===== src/rtl/frame_writer_if.sv =====
// Command/status and frame-buffer write port bundle for frame_writer.
// The master side is software (or a bench); the slave side is the writer.
interface frame_writer_if #(
    parameter int ADDR_W = 19
);
    logic [1:0]        to_hw_sig;
    logic [31:0]       cmd_pos;
    logic [31:0]       cmd_size;
    logic [7:0]        cmd_color;
    logic [1:0]        to_sw_sig;
    logic [ADDR_W-1:0] frame_wrAddress;
    logic [7:0]        frame_input;
    logic              frame_we;

    modport master (
        output to_hw_sig, cmd_pos, cmd_size, cmd_color,
        input  to_sw_sig, frame_wrAddress, frame_input, frame_we
    );

    modport slave (
        input  to_hw_sig, cmd_pos, cmd_size, cmd_color,
        output to_sw_sig, frame_wrAddress, frame_input, frame_we
    );
endinterface


===== src/rtl/frame_writer.sv =====
// Rectangle-fill / clear-screen engine writing one pixel per clock into a
// linear frame buffer, with a four-phase command/status handshake.
module frame_writer #(
    parameter int H_RES  = 640,
    parameter int V_RES  = 480,
    parameter int ADDR_W = 19
) (
    input  logic          Clk,
    input  logic          reset_n,
    frame_writer_if.slave bus
);

    typedef enum logic [1:0] {IDLE, SETUP, FILL, DONE} state_t;

    localparam logic [1:0]  SW_IDLE   = 2'b00;
    localparam logic [1:0]  SW_BUSY   = 2'b01;
    localparam logic [1:0]  SW_DONE   = 2'b10;
    localparam logic [1:0]  CMD_NONE  = 2'b00;
    localparam logic [1:0]  CMD_FILL  = 2'b01;
    localparam logic [1:0]  CMD_CLEAR = 2'b10;
    localparam logic [10:0] H_RES11   = 11'(H_RES);
    localparam logic [10:0] V_RES11   = 11'(V_RES);
    localparam logic [31:0] H_RES_BITS = 32'(H_RES);

    state_t            state;
    logic              clear_q;
    logic              last_q;
    logic [9:0]        x_cnt;
    logic [9:0]        y_cnt;
    logic [9:0]        w_eff;
    logic [9:0]        h_eff;
    logic [7:0]        color;
    logic [ADDR_W-1:0] addr;
    logic [ADDR_W-1:0] row_step;

    // Constant multiply by H_RES unrolled into a shift-add tree.
    function automatic logic [ADDR_W-1:0] row_base(input logic [9:0] y);
        logic [ADDR_W-1:0] acc;
        acc = '0;
        for (int i = 0; i < 32; i++) begin
            if (H_RES_BITS[i]) acc = acc + (ADDR_W'(y) << i);
        end
        return acc;
    endfunction

    logic [9:0]        s_x0;
    logic [9:0]        s_y0;
    logic [9:0]        s_w;
    logic [9:0]        s_h;
    logic [10:0]       avail_w;
    logic [10:0]       avail_h;
    logic [9:0]        s_w_eff;
    logic [9:0]        s_h_eff;
    logic              s_empty;
    logic [ADDR_W-1:0] s_base;
    logic [ADDR_W-1:0] s_row_step;

    // Clipping of the live command, consumed only while in SETUP.
    // NOTE: every always_comb output gets a value on every path, so no latch is inferred.
    always_comb begin
        s_x0 = bus.cmd_pos[9:0];
        s_y0 = bus.cmd_pos[25:16];
        s_w  = bus.cmd_size[9:0];
        s_h  = bus.cmd_size[25:16];
        if (clear_q) begin
            s_x0 = '0;
            s_y0 = '0;
            s_w  = 10'(H_RES);
            s_h  = 10'(V_RES);
        end
        avail_w    = H_RES11 - {1'b0, s_x0};
        avail_h    = V_RES11 - {1'b0, s_y0};
        s_empty    = ({1'b0, s_x0} >= H_RES11) || ({1'b0, s_y0} >= V_RES11) ||
                     (s_w == '0) || (s_h == '0);
        s_w_eff    = ({1'b0, s_w} < avail_w) ? s_w : avail_w[9:0];
        s_h_eff    = ({1'b0, s_h} < avail_h) ? s_h : avail_h[9:0];
        s_base     = row_base(s_y0) + ADDR_W'(s_x0);
        s_row_step = ADDR_W'(H_RES) - ADDR_W'(s_w_eff) + ADDR_W'(1);
    end

    logic unused_cmd_bits;
    assign unused_cmd_bits = ^{bus.cmd_pos[31:26], bus.cmd_pos[15:10],
                               bus.cmd_size[31:26], bus.cmd_size[15:10]};

    // NOTE: sequential state uses non-blocking assignments so every register samples pre-edge values.
    always_ff @(posedge Clk or negedge reset_n) begin
        if (!reset_n) begin
            state               <= IDLE;
            clear_q             <= 1'b0;
            last_q              <= 1'b0;
            x_cnt               <= '0;
            y_cnt               <= '0;
            w_eff               <= '0;
            h_eff               <= '0;
            color               <= '0;
            addr                <= '0;
            row_step            <= '0;
            bus.to_sw_sig       <= SW_IDLE;
            bus.frame_wrAddress <= '0;
            bus.frame_input     <= '0;
            bus.frame_we        <= 1'b0;
        end else begin
            case (state)
                IDLE: begin
                    bus.frame_we <= 1'b0;
                    if (bus.to_hw_sig == CMD_FILL || bus.to_hw_sig == CMD_CLEAR) begin
                        clear_q       <= (bus.to_hw_sig == CMD_CLEAR);
                        state         <= SETUP;
                        bus.to_sw_sig <= SW_BUSY;
                    end
                end

                SETUP: begin
                    w_eff    <= s_w_eff;
                    h_eff    <= s_h_eff;
                    color    <= bus.cmd_color;
                    addr     <= s_base;
                    row_step <= s_row_step;
                    x_cnt    <= '0;
                    y_cnt    <= '0;
                    last_q   <= 1'b0;
                    if (s_empty) begin
                        state         <= DONE;
                        bus.to_sw_sig <= SW_DONE;
                    end else begin
                        state <= FILL;
                    end
                end

                FILL: begin
                    if (last_q) begin
                        // Last pixel went out on the previous edge.
                        bus.frame_we  <= 1'b0;
                        last_q        <= 1'b0;
                        state         <= DONE;
                        bus.to_sw_sig <= SW_DONE;
                    end else begin
                        bus.frame_we        <= 1'b1;
                        bus.frame_wrAddress <= addr;
                        bus.frame_input     <= color;
                        if (x_cnt == w_eff - 10'd1) begin
                            x_cnt <= '0;
                            y_cnt <= y_cnt + 10'd1;
                            addr  <= addr + row_step;
                            if (y_cnt == h_eff - 10'd1) last_q <= 1'b1;
                        end else begin
                            x_cnt <= x_cnt + 10'd1;
                            addr  <= addr + ADDR_W'(1);
                        end
                    end
                end

                DONE: begin
                    bus.frame_we <= 1'b0;
                    if (bus.to_hw_sig == CMD_NONE) begin
                        state         <= IDLE;
                        bus.to_sw_sig <= SW_IDLE;
                    end
                end

                default: begin
                    state        <= IDLE;
                    bus.frame_we <= 1'b0;
                end
            endcase
        end
    end

endmodule

===== src/flat_wrapper.sv =====
// flat-port wrapper written by rule: the top's interface ports become plain ports
module frame_writer_flat 
#(
    parameter int H_RES  = 640,
    parameter int V_RES  = 480,
    parameter int ADDR_W = 19
)
  (Clk, reset_n, bus_to_hw_sig, bus_cmd_pos, bus_cmd_size, bus_cmd_color, bus_to_sw_sig, bus_frame_wrAddress, bus_frame_input, bus_frame_we);
  frame_writer_if #(.ADDR_W(ADDR_W)) bus_i ();
  input  logic Clk;
  input  logic reset_n;
  input wire logic [$bits(bus_i.to_hw_sig)-1:0] bus_to_hw_sig;
  input wire logic [$bits(bus_i.cmd_pos)-1:0] bus_cmd_pos;
  input wire logic [$bits(bus_i.cmd_size)-1:0] bus_cmd_size;
  input wire logic [$bits(bus_i.cmd_color)-1:0] bus_cmd_color;
  output wire logic [$bits(bus_i.to_sw_sig)-1:0] bus_to_sw_sig;
  output wire logic [$bits(bus_i.frame_wrAddress)-1:0] bus_frame_wrAddress;
  output wire logic [$bits(bus_i.frame_input)-1:0] bus_frame_input;
  output wire logic [$bits(bus_i.frame_we)-1:0] bus_frame_we;
  assign bus_i.to_hw_sig = bus_to_hw_sig;
  assign bus_i.cmd_pos = bus_cmd_pos;
  assign bus_i.cmd_size = bus_cmd_size;
  assign bus_i.cmd_color = bus_cmd_color;
  assign bus_to_sw_sig = bus_i.to_sw_sig;
  assign bus_frame_wrAddress = bus_i.frame_wrAddress;
  assign bus_frame_input = bus_i.frame_input;
  assign bus_frame_we = bus_i.frame_we;
  frame_writer #(.H_RES(H_RES), .V_RES(V_RES), .ADDR_W(ADDR_W)) u_core (.Clk(Clk), .reset_n(reset_n), .bus(bus_i));
endmodule

===== config.mk =====
export PLATFORM = sky130hd
export DESIGN_NAME = frame_writer_flat
export DESIGN_NICKNAME = d
export VERILOG_FILES = /design/src/rtl/frame_writer_if.sv /design/src/rtl/frame_writer.sv /design/src/flat_wrapper.sv
export SDC_FILE = /design/constraint.sdc
export NUM_CORES = 1
export LEC_CHECK = 0
export BUFFER_PORTS_ARGS = -buffer_cell sky130_fd_sc_hd__buf_2
export CORE_ASPECT_RATIO = 0.5
export CORE_MARGIN = 5
export CORE_UTILIZATION = 60
export CTS_CLUSTER_SIZE = 40
export DETAILED_ROUTE_END_ITERATION = 8
export PLACE_DENSITY = 0.82
export SLEW_MARGIN = 0
export SYNTH_ARGS = -nofsm -noshare
export SYNTH_HDL_FRONTEND = slang
export SYNTH_SLANG_ARGS = --single-unit

===== constraint.sdc =====
create_clock -name Clk -period 8.8 [get_ports Clk]
set_input_delay 2.64 -clock Clk [delete_from_list [all_inputs] [get_ports Clk]]
set_output_delay 2.64 -clock Clk [all_outputs]
set_load 0.01 [all_outputs]

# Word-level counts from Yosys, hierarchy flattened
# Cells that the tools add are included.
# totals
reg_bits	120
latch_bits	0
ram_bits	0
romBits	0
inputBits	76
output_inout_bits	30
word_cells	90
mem_count	0
# op_classes
n_addsub	12
multipliers	0
div_mod_pow	0
magnitude_cmp	4
eq_ne	13
shifts	0
muxes	29
n_bitwise	1
reduce_logical	17
# op_table
operator	n
two-way mux 10 bit	10
case mux 10 bit (2 select lines)	2
adder 19 x 1 -> 19 bit, second input constant	2
two-way mux 19 bit	2
case mux 19 bit (2 select lines)	1
less-than comparator 10 x 11 -> 1 bit	2
subtractor 10 x 10 -> 11 bit, first input constant	2
adder 10 x 1 -> 10 bit, second input constant	2
equality test 10 bit	2
zero test 10 bit	2
subtractor 10 x 1 -> 10 bit, second input constant	2
adder 17 x 19 -> 19 bit	1
adder 19 x 10 -> 19 bit	1
adder 19 bit	1
case mux 2 bit (4 select lines)	2
subtractor 9 x 10 -> 11 bit, first input constant	1
greater-or-equal comparator 10 bit, second input constant	1
greater-or-equal comparator 10 x 9 -> 1 bit, second input constant	1
two-way mux 2 bit	5
!= test 2 x 1 -> 1 bit, second input constant	5
equality test 2 bit, second input constant	3
AND reduction 2 bit	3
AND reduction 3 bit	2
two-way mux 1 bit	5
9 further kinds	16

# Logic depth before layout (Yosys ltp)
# logic_depth
word_depth	7
ltp_mapped	28
depth_no_buf	22

# Worst setup path before layout
# OpenSTA, ideal clock, no wires.
# synth_path
kind	input to register
startpoint	input port bus_cmd_pos[0]
endpoint	register u_core.row_step[12]
setup_ns	0.137
arrival_ns	8.174
t_required_ns	8.663
setup_slack_ns	0.489
path_stages	26
path_buffers	5
cell_sequence	buf_2 -> or4_1 -> o21ai_0 -> nor2b_1 -> mux2_2 -> ha_1 -> or2_2 -> o2111ai_1 -> nand2_1 -> o21ai_4 -> buf_6 -> buf_4 -> clkbuf_1 -> nor2_1 -> a21oi_1 -> ha_1 -> inv_1 -> or3_1 -> or2_1 -> clkbuf_1 -> o21ai_0 -> mux2i_1 -> or3_1 -> a2111o_1 -> o21ai_1 -> o21ai_0
# synth_between
elab_chain_cells	6
# synth_rtl
element	line_no	rtl
from (decl)	flat_wrapper.sv:13	input wire logic [$bits(bus_i.cmd_pos)-1:0] bus_cmd_pos;
two-way mux 10 bit *	frame_writer.sv:65	if (clear_q) begin
subtractor 10 x 10 -> 11 bit *	frame_writer.sv:71	avail_w = H_RES11 - {1'b0, s_x0};
less-than comparator 10 x 11 -> 1 bit	frame_writer.sv:75	s_w_eff = ({1'b0, s_w} < avail_w) ? s_w : avail_w[9:0];
two-way mux 10 bit *	frame_writer.sv:75	
subtractor 10 x 10 -> 11 bit *	frame_writer.sv:78	s_row_step = ADDR_W'(H_RES) - ADDR_W'(s_w_eff) + ADDR_W'(1);
adder 19 x 1 -> 19 bit *	frame_writer.sv:78	
to (signal assigned)	frame_writer.sv:118	row_step <= s_row_step;
to (decl)	frame_writer.sv:34	logic [ADDR_W-1:0] row_step;
# Mark *: on every way between the ends. The rest lies on a longest branch, timed or not.
# A chain may end at the register's enable or synchronous reset.

# Final worst setup path
# layout_path
startpoint	input port bus_cmd_pos[0]
endpoint	register u_core.row_step[14]
# The elaborated chain is that of the path after synthesis.

==> flow_metrics.tcl <==
set metrics [dict create \
    ant_nets 0 \
    report.final.setup_viol 0 \
    grt_max_degree 68 \
    vias_per_cell 6.11 \
    min-delay-path-class "reg -> reg" \
    cp-start-kind "primary input" \
    rsz0062_at_grt "no" \
    r2r_cells 24 \
    pin_count 106 \
    drtIter0Drc 838 \
    maxSlewHeadroom 0.239 \
    clock_latency_ps 410 \
    wl_mm 24.8 \
    fin_area_sq_um 10300 \
    yosysMostFrequentCell "nand2_1" \
    post-dp-hpwl_mm 18.1 \
    crit_family "compound AO/OA/AOI/OAI gates" \
    seq_area_frac_synth 0.325 \
    avgRoutedWirePerCell_um 18.0 \
    route.detailed.drc 0 \
    nFillCells 1175 \
    synth-async-reset-ratio 1.00 \
    crit_buf_inv 3 \
    post_cts_buffers 0 \
    cpPeakStageDelay_ps 460 \
    vias 8391 \
    tightest_slew_ps 1140 \
    yosys-top-cells-area "dfrtp_1 32%, ha_1 9.6%, nand2_1 6.8%, xnor2_1 4.8%, a21oi_1 3.8%" \
    synth_top_area_frac 0.325 \
    crit_chain "buf_2, nand2_1, ha_1, or3b_1, a221o_1, ha_1, a21oi_1, o21ai_0, a32o_1, o21ai_4, nor2_1, a21oi_1, ha_1, inv_1, or3_1, or2_1, o21ai_0, mux2i_1, or3_1, a2111o_1, o21ai_1, buf_4, o21ai_0" \
    cts_hold_buf 0 \
    grt.overflow.total 0 \
    hold_viol_final 0 \
    gp_congestion 0.917 \
    min_from "u_core.color[7]" \
    grt_pass1_wl_mm 40.1 \
    portBuffers 81 \
    r2r-end "u_core.row_step[14]" \
    status "finished clean" \
    syn_area_per_cell_sq_um 8.37 \
    drive_gt1_frac 0.152 \
    hold_ws_ps 460 \
    synth_top_area_cell "dfrtp_1" \
    dr.pass1.iters 5 \
    slowest_stage "a2111o_1" \
    die_area_sq_um 18000 \
    nets 1312 \
    die_width_um 185 \
    ir_drop_mv 0.192 \
    max_freq_mhz 123 \
    synthFlopType "dfrtp_1" \
    cts_buffers 17 \
    crit_start "bus_cmd_pos[0]" \
    post_cts_resize_count 0 \
    setup_tns_ps 0 \
    path_depth 23 \
    coreArea_sq_um 14700 \
    critPathKind "in -> reg" \
    layout_worst_path_cycle_share 0.923 \
    initial_utilization 0.624 \
    required_ps 9060 \
    path_max_fanout 15 \
    netlist_instances 1095 \
    p_per_area_nw_per_um2 382 \
    antenna_found_initial 0 \
    synth_seq_cells 119 \
    yosysWarnings 0 \
    p_leak_nw 4.83 \
    fin_crit_ps 8130 \
    reg2reg_from "u_core.clear_q" \
    clock_skew_ps 8.06 \
    ys_types 79 \
    syn2layout_area_growth_pct 12.5 \
    grtUsageTotal 0.273 \
    clock-sinks 119 \
    syn_area_sq_um 9170 \
    path_clk_slew_ps 60 \
    cts_tree "built" \
    htreeDepth 4 \
    cap_violations 0 \
    synth_edf_count 0 \
    cp-endpoint "u_core.row_step[14]" \
    finalMaxSlewViolations 0 \
    r2r_slack_ps 1880 \
    chipHeight_um 97.4 \
    cts-root-buf "clkbuf_16" \
    placed_cell_area_sq_um 9730 \
    syn_nets 1244 \
    synth.top_cells.by_count "166 x nand2_1, 119 x dfrtp_1, 90 x nor2_1" \
    rows 31 \
    end_kind "flop" \
    grt_pass1_vias 7837 \
    crit_arrival_ps 8380 \
    clk_path_buf_depth 2 \
    antenna_cells 0 \
]
==> logic make-up (layout without fill, tap and decap cells) <==
kind of cell    count (synthesis)  after routing  share of synthesized area
flops                         119            119                      0.325
simple gates                  417            417                      0.213
compound gates                259            259                      0.183
fa+ha+maj                      73             73                      0.102
mux                            47             47                     0.0551
xor+xnor                       81             81                     0.0774
buf+inv                        99            180                     0.0435
==> flip-flops by register name (all words and copies together), names as in the netlist <==
| register | cells |
|---|---|
| u_core.bus.frame_wrAddress | 19 |
| u_core.color | 8 |
| u_core.x_cnt | 10 |
| u_core.bus.to_sw_sig | 2 |
| u_core.bus.frame_we | 1 |
| u_core.addr | 19 |
| u_core.last_q | 1 |
| u_core.y_cnt | 10 |
| u_core.h_eff | 10 |
| u_core.bus.frame_input | 8 |
| u_core.w_eff | 9 |
| u_core.clear_q | 1 |
| u_core.state | 2 |
| u_core.row_step | 19 |
==> cell usage in the layout, fill, tap and decap left out, types with 21 or more instances in the layout <==
cell type and count:
a21oi_1 70, buf_2 80, dfrtp_1 119, ha_1 69, inv_1 52, mux2_2 25, mux2i_1 21, nand2_1 166
nor2_1 90, nor2b_1 22, nor3_1 26, o21ai_0 69, xnor2_1 50, xor2_1 31
==> power breakdown <==
| part | leakage, nW | internal (W) | switching (W) |
|---|---|---|---|
| sequential | 1.48 | 0.000786 | 0.000190 |
| combinational | 3.07 | 0.000894 | 0.00138 |
| clock | 0.280 | 0.000401 | 0.000288 |
==> worst min-delay path by stage <==
stage / endpoint / slack, ps / depth (start not counted)
after floorplan: u_core.bus.frame_input[0] / 430 / 2
after global placement: u_core.bus.frame_input[4] / 440 / 2
after detailed placement: u_core.bus.frame_input[7] / 450 / 2
after CTS: u_core.bus.frame_input[7] / 460 / 2
after global routing: u_core.bus.frame_input[1] / 490 / 2
final: u_core.bus.frame_input[7] / 460 / 2
==> metal layers <==
| metal | wire [um] | global-route usage | vias up |
|---|---|---|---|
| li1 | - | - | 3981 |
| met2 | 9930 | 0.374 | 397 |
| met1 | 11900 | 0.437 | 3985 |
| met4 | 201 | 0.0513 | 0 |
| met5 | 0 | 0 | - |
| met3 | 2750 | 0.0602 | 28 |
==> worst min-delay path, stage by stage, from the launching register on <==
cell and delay (ps):
dfrtp_1 340, nand2_1 50, nand2_1 50
==> through the flow <==
stage	instances	setup slack [ps]	utilization	total power, W
after CTS	1374	742	0.702	0.00390
final	1374	675	0.702	0.00394
after global placement	1342	452	0.662	0.00310
after detailed placement	1342	371	0.662	0.00317
after floorplan	1095	489	-	0.00260
after global routing	1374	324	0.702	0.00424
==> area by class of cell <==
class / instances / area [sq um] / share of cell area
Clock buffer: 17 / 425 / 0.0412
Clock inverter: 15 / 161 / 0.0156
Inverter: 55 / 206 / 0.0200
Multi-Input combinational cell: 877 / 5800 / 0.562
Sequential cell: 119 / 2980 / 0.289
Tap cell: 198 / 248 / 0.0240
Timing Repair Buffer: 93 / 498 / 0.0483
No activity file was read; power rests on OpenSTA's default activity.
